### config.mk
export PLATFORM = sky130hd
export DESIGN_NAME = weight_ram_ctrl_flat
export DESIGN_NICKNAME = d
export VERILOG_FILES = /design/src/rtl/weight_ram_pkg.sv /design/src/rtl/weight_ram_ctrl_if.sv /design/src/rtl/weight_ram_ctrl.sv /design/src/flat_wrapper.sv
export SDC_FILE = /design/constraint.sdc
export NUM_CORES = 1
export LEC_CHECK = 0
export ABC_AREA = 1
export ABC_CLOCK_PERIOD_IN_PS = 3000
export BUFFER_PORTS_ARGS = -buffer_cell sky130_fd_sc_hd__clkbuf_2
export CORE_MARGIN = 3
export CORE_UTILIZATION = 30
export DETAILED_ROUTE_END_ITERATION = 10
export PLACE_DENSITY = 0.6
export SLEW_MARGIN = 20
export SYNTH_ARGS = -nofsm -noshare
export SYNTH_HDL_FRONTEND = slang
export SYNTH_SLANG_ARGS = --single-unit
### constraint.sdc
create_clock -name clk -period 3 [get_ports clk]
set_clock_uncertainty 0.1 [all_clocks]
set_input_delay 0.6 -clock clk [delete_from_list [all_inputs] [get_ports clk]]
set_output_delay 0.6 -clock clk [all_outputs]
set_load 0.02 [all_outputs]
### src/rtl/weight_ram_pkg.sv
// weight_ram_pkg: shared types and widths for the weight RAM sequencer.
// Provides the FSM state enum and the counter / range-check widths.
`ifndef DATA_WIDTH
`define DATA_WIDTH 8
`endif
`ifndef ADDR_SIZE
`define ADDR_SIZE 10
`endif
`ifndef MEM_LENGTH
`define MEM_LENGTH 1024
`endif

package weight_ram_pkg;

    localparam int LEN_W = `ADDR_SIZE + 1;
    localparam int CHK_W = `ADDR_SIZE + 2;

    typedef enum logic [2:0] {
        S_IDLE,
        S_LOAD,
        S_LDRAIN,
        S_READ,
        S_RDRAIN
    } wr_state_t;

endpackage

### src/rtl/weight_ram_ctrl_if.sv
// weight_ram_ctrl_if: client-side bundle of the weight RAM sequencer.
// Carries load/read commands, the weight stream, the read stream and status.
`ifndef DATA_WIDTH
`define DATA_WIDTH 8
`endif
`ifndef ADDR_SIZE
`define ADDR_SIZE 10
`endif

interface weight_ram_ctrl_if #(
    parameter int DATA_WIDTH = `DATA_WIDTH,
    parameter int ADDR_SIZE  = `ADDR_SIZE
);
    logic                  ld_start;
    logic [ADDR_SIZE-1:0]  ld_base;
    logic [ADDR_SIZE:0]    ld_len;
    logic                  ld_valid;
    logic [DATA_WIDTH-1:0] ld_data;
    logic                  ld_ready;
    logic                  rd_start;
    logic [ADDR_SIZE-1:0]  rd_base;
    logic [ADDR_SIZE:0]    rd_len;
    logic [DATA_WIDTH-1:0] rd_data;
    logic                  rd_valid;
    logic                  rd_last;
    logic                  busy;
    logic                  done;
    logic                  err;

    modport master (
        output ld_start, ld_base, ld_len, ld_valid, ld_data,
        output rd_start, rd_base, rd_len,
        input  ld_ready, rd_data, rd_valid, rd_last,
        input  busy, done, err
    );

    modport slave (
        input  ld_start, ld_base, ld_len, ld_valid, ld_data,
        input  rd_start, rd_base, rd_len,
        output ld_ready, rd_data, rd_valid, rd_last,
        output busy, done, err
    );
endinterface

### src/rtl/weight_ram_ctrl.sv
// weight_ram_ctrl: owns the weight RAM port; turns load/read commands into
// RAM cycles. Ports: clk, rst_n, client bus (slave), registered ram_* out.
module weight_ram_ctrl
    import weight_ram_pkg::*;
#(
    parameter int DATA_WIDTH = `DATA_WIDTH,
    parameter int ADDR_SIZE  = `ADDR_SIZE,
    parameter int MEM_LENGTH = `MEM_LENGTH
) (
    input  logic                  clk,
    input  logic                  rst_n,
    weight_ram_ctrl_if.slave      bus,
    output logic                  ram_ena,
    output logic                  ram_wea,
    output logic [ADDR_SIZE-1:0]  ram_addra,
    output logic [DATA_WIDTH-1:0] ram_dina,
    input  logic [DATA_WIDTH-1:0] ram_douta
);
    wr_state_t             state_q, state_d;
    logic [LEN_W-1:0]      addr_q, addr_d;
    logic [LEN_W-1:0]      beat_q, beat_d;
    logic [LEN_W-1:0]      len_q, len_d;
    logic                  ld_ready_q, ld_ready_d;
    logic                  err_q, err_d;
    logic                  rd_valid_q, rd_valid_d;
    logic                  ram_ena_q, ram_ena_d;
    logic                  ram_wea_q, ram_wea_d;
    logic [ADDR_SIZE-1:0]  ram_addra_q, ram_addra_d;
    logic [DATA_WIDTH-1:0] ram_dina_q, ram_dina_d;
    logic                  ld_bad, rd_bad;

    // Range check is one bit wider than the length so base+len cannot wrap.
    assign ld_bad = (bus.ld_len == '0) ||
        (CHK_W'(bus.ld_base) + CHK_W'(bus.ld_len) > CHK_W'(MEM_LENGTH));
    assign rd_bad = (bus.rd_len == '0) ||
        (CHK_W'(bus.rd_base) + CHK_W'(bus.rd_len) > CHK_W'(MEM_LENGTH));

    always_comb begin
        state_d     = state_q;
        addr_d      = addr_q;
        beat_d      = beat_q;
        len_d       = len_q;
        err_d       = 1'b0;
        ram_ena_d   = 1'b0;
        ram_wea_d   = 1'b0;
        ram_addra_d = ram_addra_q;
        ram_dina_d  = ram_dina_q;
        rd_valid_d  = ram_ena_q & ~ram_wea_q;
        unique case (state_q)
            S_IDLE: begin
                if (bus.ld_start) begin
                    // A read strobed alongside a load is dropped.
                    err_d = ld_bad | bus.rd_start;
                    if (!ld_bad) begin
                        state_d = S_LOAD;
                        addr_d  = LEN_W'(bus.ld_base);
                        beat_d  = '0;
                        len_d   = bus.ld_len;
                    end
                end else if (bus.rd_start) begin
                    err_d = rd_bad;
                    if (!rd_bad) begin
                        // First read address goes out on the accept edge.
                        state_d     = S_READ;
                        ram_ena_d   = 1'b1;
                        ram_addra_d = bus.rd_base;
                        addr_d      = LEN_W'(bus.rd_base) + LEN_W'(1);
                        beat_d      = LEN_W'(1);
                        len_d       = bus.rd_len;
                    end
                end
            end
            S_LOAD: begin
                if (bus.ld_valid && ld_ready_q) begin
                    ram_ena_d   = 1'b1;
                    ram_wea_d   = 1'b1;
                    ram_addra_d = addr_q[ADDR_SIZE-1:0];
                    ram_dina_d  = bus.ld_data;
                    addr_d      = addr_q + LEN_W'(1);
                    beat_d      = beat_q + LEN_W'(1);
                    if (beat_q + LEN_W'(1) == len_q) begin
                        state_d = S_LDRAIN;
                    end
                end
            end
            S_LDRAIN: begin
                state_d = S_IDLE;
            end
            S_READ: begin
                // Top address bit set means the array end was passed.
                if (beat_q == len_q || addr_q[ADDR_SIZE]) begin
                    state_d = S_RDRAIN;
                end else begin
                    ram_ena_d   = 1'b1;
                    ram_addra_d = addr_q[ADDR_SIZE-1:0];
                    addr_d      = addr_q + LEN_W'(1);
                    beat_d      = beat_q + LEN_W'(1);
                end
            end
            S_RDRAIN: begin
                state_d = S_IDLE;
            end
            default: begin
                state_d = S_IDLE;
            end
        endcase
        // Ready is registered: it drops the cycle after the last beat.
        ld_ready_d = (state_d == S_LOAD);
    end

    always_ff @(posedge clk or negedge rst_n) begin
        if (!rst_n) begin
            state_q     <= S_IDLE;
            addr_q      <= '0;
            beat_q      <= '0;
            len_q       <= '0;
            ld_ready_q  <= 1'b0;
            err_q       <= 1'b0;
            rd_valid_q  <= 1'b0;
            ram_ena_q   <= 1'b0;
            ram_wea_q   <= 1'b0;
            ram_addra_q <= '0;
            ram_dina_q  <= '0;
        end else begin
            state_q     <= state_d;
            addr_q      <= addr_d;
            beat_q      <= beat_d;
            len_q       <= len_d;
            ld_ready_q  <= ld_ready_d;
            err_q       <= err_d;
            rd_valid_q  <= rd_valid_d;
            ram_ena_q   <= ram_ena_d;
            ram_wea_q   <= ram_wea_d;
            ram_addra_q <= ram_addra_d;
            ram_dina_q  <= ram_dina_d;
        end
    end

    assign bus.ld_ready = ld_ready_q;
    assign bus.rd_data  = ram_douta;
    assign bus.rd_valid = rd_valid_q;
    assign bus.rd_last  = (state_q == S_RDRAIN);
    assign bus.busy     = (state_q != S_IDLE);
    assign bus.done     = (state_q == S_LDRAIN) || (state_q == S_RDRAIN);
    assign bus.err      = err_q;
    assign ram_ena      = ram_ena_q;
    assign ram_wea      = ram_wea_q;
    assign ram_addra    = ram_addra_q;
    assign ram_dina     = ram_dina_q;
endmodule

### src/flat_wrapper.sv
// flat-port wrapper written by rule: the top's interface ports become plain ports
module weight_ram_ctrl_flat import weight_ram_pkg::*;
#(
    parameter int DATA_WIDTH = `DATA_WIDTH,
    parameter int ADDR_SIZE  = `ADDR_SIZE,
    parameter int MEM_LENGTH = `MEM_LENGTH
)
  (clk, rst_n, ram_ena, ram_wea, ram_addra, ram_dina, ram_douta, bus_ld_start, bus_ld_base, bus_ld_len, bus_ld_valid, bus_ld_data, bus_rd_start, bus_rd_base, bus_rd_len, bus_ld_ready, bus_rd_data, bus_rd_valid, bus_rd_last, bus_busy, bus_done, bus_err);
  weight_ram_ctrl_if #(.DATA_WIDTH(DATA_WIDTH), .ADDR_SIZE(ADDR_SIZE)) bus_i ();
  input  logic clk;
  input  logic rst_n;
  output logic ram_ena;
  output logic ram_wea;
  output logic [ADDR_SIZE-1:0] ram_addra;
  output logic [DATA_WIDTH-1:0] ram_dina;
  input  logic [DATA_WIDTH-1:0] ram_douta;
  input wire logic [$bits(bus_i.ld_start)-1:0] bus_ld_start;
  input wire logic [$bits(bus_i.ld_base)-1:0] bus_ld_base;
  input wire logic [$bits(bus_i.ld_len)-1:0] bus_ld_len;
  input wire logic [$bits(bus_i.ld_valid)-1:0] bus_ld_valid;
  input wire logic [$bits(bus_i.ld_data)-1:0] bus_ld_data;
  input wire logic [$bits(bus_i.rd_start)-1:0] bus_rd_start;
  input wire logic [$bits(bus_i.rd_base)-1:0] bus_rd_base;
  input wire logic [$bits(bus_i.rd_len)-1:0] bus_rd_len;
  output wire logic [$bits(bus_i.ld_ready)-1:0] bus_ld_ready;
  output wire logic [$bits(bus_i.rd_data)-1:0] bus_rd_data;
  output wire logic [$bits(bus_i.rd_valid)-1:0] bus_rd_valid;
  output wire logic [$bits(bus_i.rd_last)-1:0] bus_rd_last;
  output wire logic [$bits(bus_i.busy)-1:0] bus_busy;
  output wire logic [$bits(bus_i.done)-1:0] bus_done;
  output wire logic [$bits(bus_i.err)-1:0] bus_err;
  assign bus_i.ld_start = bus_ld_start;
  assign bus_i.ld_base = bus_ld_base;
  assign bus_i.ld_len = bus_ld_len;
  assign bus_i.ld_valid = bus_ld_valid;
  assign bus_i.ld_data = bus_ld_data;
  assign bus_i.rd_start = bus_rd_start;
  assign bus_i.rd_base = bus_rd_base;
  assign bus_i.rd_len = bus_rd_len;
  assign bus_ld_ready = bus_i.ld_ready;
  assign bus_rd_data = bus_i.rd_data;
  assign bus_rd_valid = bus_i.rd_valid;
  assign bus_rd_last = bus_i.rd_last;
  assign bus_busy = bus_i.busy;
  assign bus_done = bus_i.done;
  assign bus_err = bus_i.err;
  weight_ram_ctrl #(.DATA_WIDTH(DATA_WIDTH), .ADDR_SIZE(ADDR_SIZE), .MEM_LENGTH(MEM_LENGTH)) u_core (.clk(clk), .rst_n(rst_n), .bus(bus_i), .ram_ena(ram_ena), .ram_wea(ram_wea), .ram_addra(ram_addra), .ram_dina(ram_dina), .ram_douta(ram_douta));
endmodule
# == Word level (Yosys, flattened, before mapping) ==
# Index checks and enable logic that the tools add are counted.
# classes
bitwise_logic,3
div_mod_pow,0
multipliers,0
eq_ne,17
magnitude_cmp,2
n_addsub,5
n_mux,42
shifts,0
n_reduce_logical,15
# ops
operator,count
11-bit 2-to-1 mux,16
11-bit case mux with 3 select lines,2
10-bit 2-to-1 mux,5
10-bit case mux with 3 select lines,1
10-bit by 11-bit adder with 12-bit output,2
"12-bit by 11-bit greater-than comparator with 1-bit output, second input constant",2
"11-bit by 1-bit adder with 11-bit output, second input constant",2
11-bit equality test,2
11-bit zero test,2
3-bit 2-to-1 mux,7
"2-bit != test, second input constant",6
6-bit AND reduction,2
"10-bit by 1-bit adder with 11-bit output, second input constant",1
1-bit 2-to-1 mux,9
"3-bit != test, second input constant",3
3-bit case mux with 3 select lines,1
"3-bit by 1-bit equality test with 1-bit output, second input constant",2
"3-bit by 2-bit equality test with 1-bit output, second input constant",2
3-bit nonzero test,2
1-bit logical OR,4
4-bit AND reduction,1
"3-bit equality test, second input constant",1
3-bit zero test,1
1-bit case mux with 3 select lines,1
other kinds (7),7
# totals
mem_bits_rw,0
in_bits,63
memories,0
latch_bits,0
output_inout_bits,34
mem_bits_ro,0
reg_bits,59
wordCells,95

# == Longest topological paths before layout ==
# logic_depth
word_depth,8
mapped_depth,21
ltp_nobuf,20

# == Least setup slack after synthesis ==
# OpenSTA, ideal clock, no wires.
# synth_path
path_kind,in2reg
startpoint,input port bus_ld_len[0]
endpoint,register u_core.beat_q[0]
stages,18
slack_ns,0.223
required_ns,2.783
path_buffers,1
setup_time_ns,0.117
t_arrival_ns,2.560
cell_sequence,ha_1 -> fa_1 -> or2_2 -> a21oi_1 -> nand3_1 -> nor2_1 -> nand2_1 -> nor2_1 -> nand2_1 -> nand2_1 -> nand2_1 -> nand2_1 -> nand2_1 -> nand2_2 -> nand2_2 -> buf_6 -> nand2_1 -> nand2_1
# synth_between
elab_chain_cells,5
word_cells_on_any_way,6
cone_classes,1 x add/sub; 1 x order compare; 1 x eq/ne; 3 x reduce/logical
# synth_lines
element,line_no,rtl
from (decl),flat_wrapper.sv:19,input wire logic [$bits(bus_i.ld_len)-1:0] bus_ld_len;
10-bit by 11-bit adder with 12-bit output,weight_ram_ctrl.sv:34,(CHK_W'(bus.ld_base) + CHK_W'(bus.ld_len) > CHK_W'(MEM_LENGTH));
12-bit by 11-bit greater-than comparator with 1-bit output,weight_ram_ctrl.sv:34,
1-bit logical OR *,weight_ram_ctrl.sv:33,assign ld_bad = (bus.ld_len == '0) ||
3-bit != test (no source line) *,n/a,
6-bit AND reduction (no source line) *,n/a,
to (signal assigned),weight_ram_ctrl.sv:127,beat_q <= beat_d;
to (decl),weight_ram_ctrl.sv:21,"logic [LEN_W-1:0] beat_q, beat_d;"
# Every way passes the cells marked *; elsewhere a longest branch is shown, timed or not.
# A chain may end at the register's enable or synchronous reset.

# == Worst setup path after layout ==
# layout_path
startpoint,input port bus_ld_len[0]
endpoint,register u_core.beat_q[5]
# Same word-level chain as after synthesis.

==> impl_metrics.yaml <==
grt:
  met2_usage: 0.275
  met3_usage: 0.0242
  grt_pass1_vias: 4807
  grt_overflow_total: 0
  antenna_found_initial: 0
  track_usage: 0.159
  top_usage_layer: "met2"
  grtUsageMet1: 0.209
  grt_max_degree: 60
  grt_pass1_wl_mm: 23.4
place:
  place_hpwl_mm: 11.4
  pre_cts_ws_ns: -0.0818
  port_buffers: 80
  dp.cells: 1078
  routabilityCongestion: 0.892
detailed_routing:
  detail_route.wl_per_cell_um: 13.1
  drc: 0
  drtIter0Drc: 281
  antenna_left: 0
  totalWireLength_mm: 14.3
  num_vias: 5099
  firstDrtPassIters: 4
  viasPerCell: 4.66
worst_setup_path:
  worstSetupPathType: "input port to register"
  max_stage_delay_ns: 0.42
  worstPathBufferInverterCount: 2
  arrival_ns: 2.84
  critPathMaxFanout: 22
  startpoint_type: "input port"
  end_kind: "register"
  slowest_stage: "fa_1"
  path_delay_family: "simple AND/OR/NAND/NOR gates"
  cpMostUsedCell: "nand2_1"
  worstPathRequired_ns: 3.11
  cp_cell_sequence: "clkbuf_2, ha_1, fa_1, or2_2, a21oi_1, nand3_1, nor2_1, nand2_1, nor2_1, nand2_1, nand2_1, nand2_1, nand2_1, nand2_1, nand2_2, nand2_2, buf_12, nand2_1, nand2_1"
die:
  dieHeight_um: 135
  num_rows: 46
  start_util: 0.309
  io_pins: 97
  die_area_um2: 18100
  die_width_um: 135
  coreArea_um2: 16100
clock_tree:
  holdBufCountCts: 0
  clk_latency_ns: 0.32
  htreeDepth: 3
  root_buffer: "clkbuf_16"
  cts_max_path_buffers: 2
  clock-sinks: 59
  clk_pin_slew_ns: 0.05
  cts_resized: 0
  cts_tree: "built"
  cts_buffers: 9
  post_cts_buffers: 0
logic_synthesis:
  yosys.area.top_type: "dfrtp_1"
  synth_cells: 781
  yosysWarningCount: 0
  syn-num-nets: 869
  synth.ff_latch_count: 59
  netlist.area_leader.share: 0.297
  synth.avg_cell_area_um2: 6.36
  yosys-top-cells-area: "dfrtp_1, nand2_1, nand3_1, inv_1, ha_1"
  syn_area_um2: 4960
  ys_types: 35
  synth-seq-area-share: 0.297
cells_and_area:
  drive_above_1_share: 0.153
  area_delta_synth_final_pct: 21.1
  diodes: 0
  layout_common_cells: "nand2_1, inv_1, nand3_1, clkbuf_2, dfrtp_1"
  layout.core_utilization: 0.374
  fin_nets: 961
  final_common_cell: "nand2_1"
  final_cells: 1094
timing:
  finalCriticalPeriod_ns: 2.73
  finalSetupTns_ns: 0
  holdWs_ns: 0.323
  fmax_mhz: 366
  finalCritPeriodShare: 0.910
  setup_ws_ns: 0.270
  maxSlewHeadroom: 0.493
  worstMarginPinSlew_ns: 0.760
  rsz0062_at_grt: "false"
  finalHoldViolCount: 0
  setup_violations: 0
  slew_violations: 0
power:
  pwr-share-clk: 0.473
  p_comb_frac: 0.167
  p_leak_nw: 3.37
  switching_share: 0.274
  irDropWorstVdd_v: 0.000203
  switchingPower_w: 0.000606
  intPower_w: 0.00160
  seq_power_share: 0.361
  powerDensity_nw_per_um2: 367
min_path:
  min_path_type: "register to register"
run:
  maxCapViolCount: 0
status:
  status: "finished, final reports clean"
kinds of logic (layout without fill, tap and decap cells):
group | Yosys count | count (layout) | share of synthesized area
fa+ha+maj | 25 | 25 | 0.0660
buf+inv | 134 | 231 | 0.113
simple gates | 445 | 445 | 0.374
compound gates | 87 | 87 | 0.0943
flops | 59 | 59 | 0.297
xor+xnor | 31 | 31 | 0.0547
Yosys cell counts:
library cell,instances
nand3_1,86
nand3b_1,6
o221a_2,1
o41ai_1,1
ha_1,23
xor2_1,18
o21ai_0,43
o21bai_1,3
buf_1,1
inv_1,103
nor4_1,3
o211ai_1,2
buf_6,2
a21oi_1,30
nor2_2,1
dfrtp_1,59
nand2_2,2
o21a_1,1
a31oi_1,1
buf_2,4
fa_1,2
or2_2,3
clkbuf_1,12
o31ai_1,1
nand4_1,10
nand2_1,278
clkinv_1,1
xnor2_1,13
o22ai_1,1
nor2_1,48
nor3_1,8
o21ai_1,2
clkbuf_2,1
a211oi_1,1
buf_4,10
worst register-to-register path, delay by kind of cell, from the launching register on:
kind | cells | cell delay, ns
AND/OR/NAND/NOR | 7 | 1.11
flip-flops | 1 | 0.39
buffers and inverters | 5 | 0.90
sequential cells by signal (all words and copies together) (netlist names):
name	cells
u_core.addr_q	11
u_core.beat_q	11
u_core.len_q	11
u_core.ram_addra	10
u_core.ram_dina	8
u_core.state_q	3
u_core.bus.err	1
u_core.bus.ld_ready	1
u_core.bus.rd_valid	1
u_core.ram_ena	1
u_core.ram_wea	1
final cells by class:
type,instances,area [µm²]
clock buffers,10,239
flip-flops and latches,59,1480
clock inverters,6,65.1
multi-input cells,588,2930
inverters,104,390
well taps,216,270
fillers,1738,10000
repair buffers,111,646
metrics by stage:
stage                     power, W  area [µm²]
after floorplan            0.00105        4960
after global placement     0.00118        5710
after detailed placement   0.00118        5710
after CTS                  0.00223        6010
after global routing       0.00232        6010
final                      0.00221        6010
per-layer routing:
| layer | vias to the layer above | share of wire |
|---|---|---|
| li1 | 2659 | - |
| met4 | 0 | 0.013 |
| met1 | 2320 | 0.47 |
| met5 | - | 0 |
| met2 | 107 | 0.47 |
| met3 | 13 | 0.047 |
path summary, 6_finish.rpt:
kind	start	to	slack, ns	depth (start not counted)
setup / recovery	bus_ld_len[0]	u_core.beat_q[5]$_DFFE_PN0P_	0.27	19
hold / removal	u_core.ram_wea$_DFF_PN0_	u_core.bus.rd_valid$_DFF_PN0_	0.32	1
setup reg to reg	u_core.state_q[1]$_DFF_PN0_	u_core.ram_addra[1]$_DFFE_PN0P_	0.43	12
hold reg to reg	u_core.ram_wea$_DFF_PN0_	u_core.bus.rd_valid$_DFF_PN0_	0.32	1
max in group asynchronous	rst_n	u_core.beat_q[0]$_DFFE_PN0P_	1.97	2
min in group asynchronous	rst_n	u_core.bus.err$_DFF_PN0_	0.33	2
power by group through the flow:
| stage | Clock [W] | Sequential, W | Combinational, W |
|---|---|---|---|
| after floorplan | 0 | 0.000811 | 0.000235 |
| after global placement | 0 | 0.000810 | 0.000368 |
| after detailed placement | 0 | 0.000810 | 0.000366 |
| after CTS | 0.00106 | 0.000796 | 0.000368 |
| after global routing | 0.00110 | 0.000796 | 0.000423 |
| final | 0.00104 | 0.000796 | 0.000368 |
No activity file was read; power rests on OpenSTA's default activity.
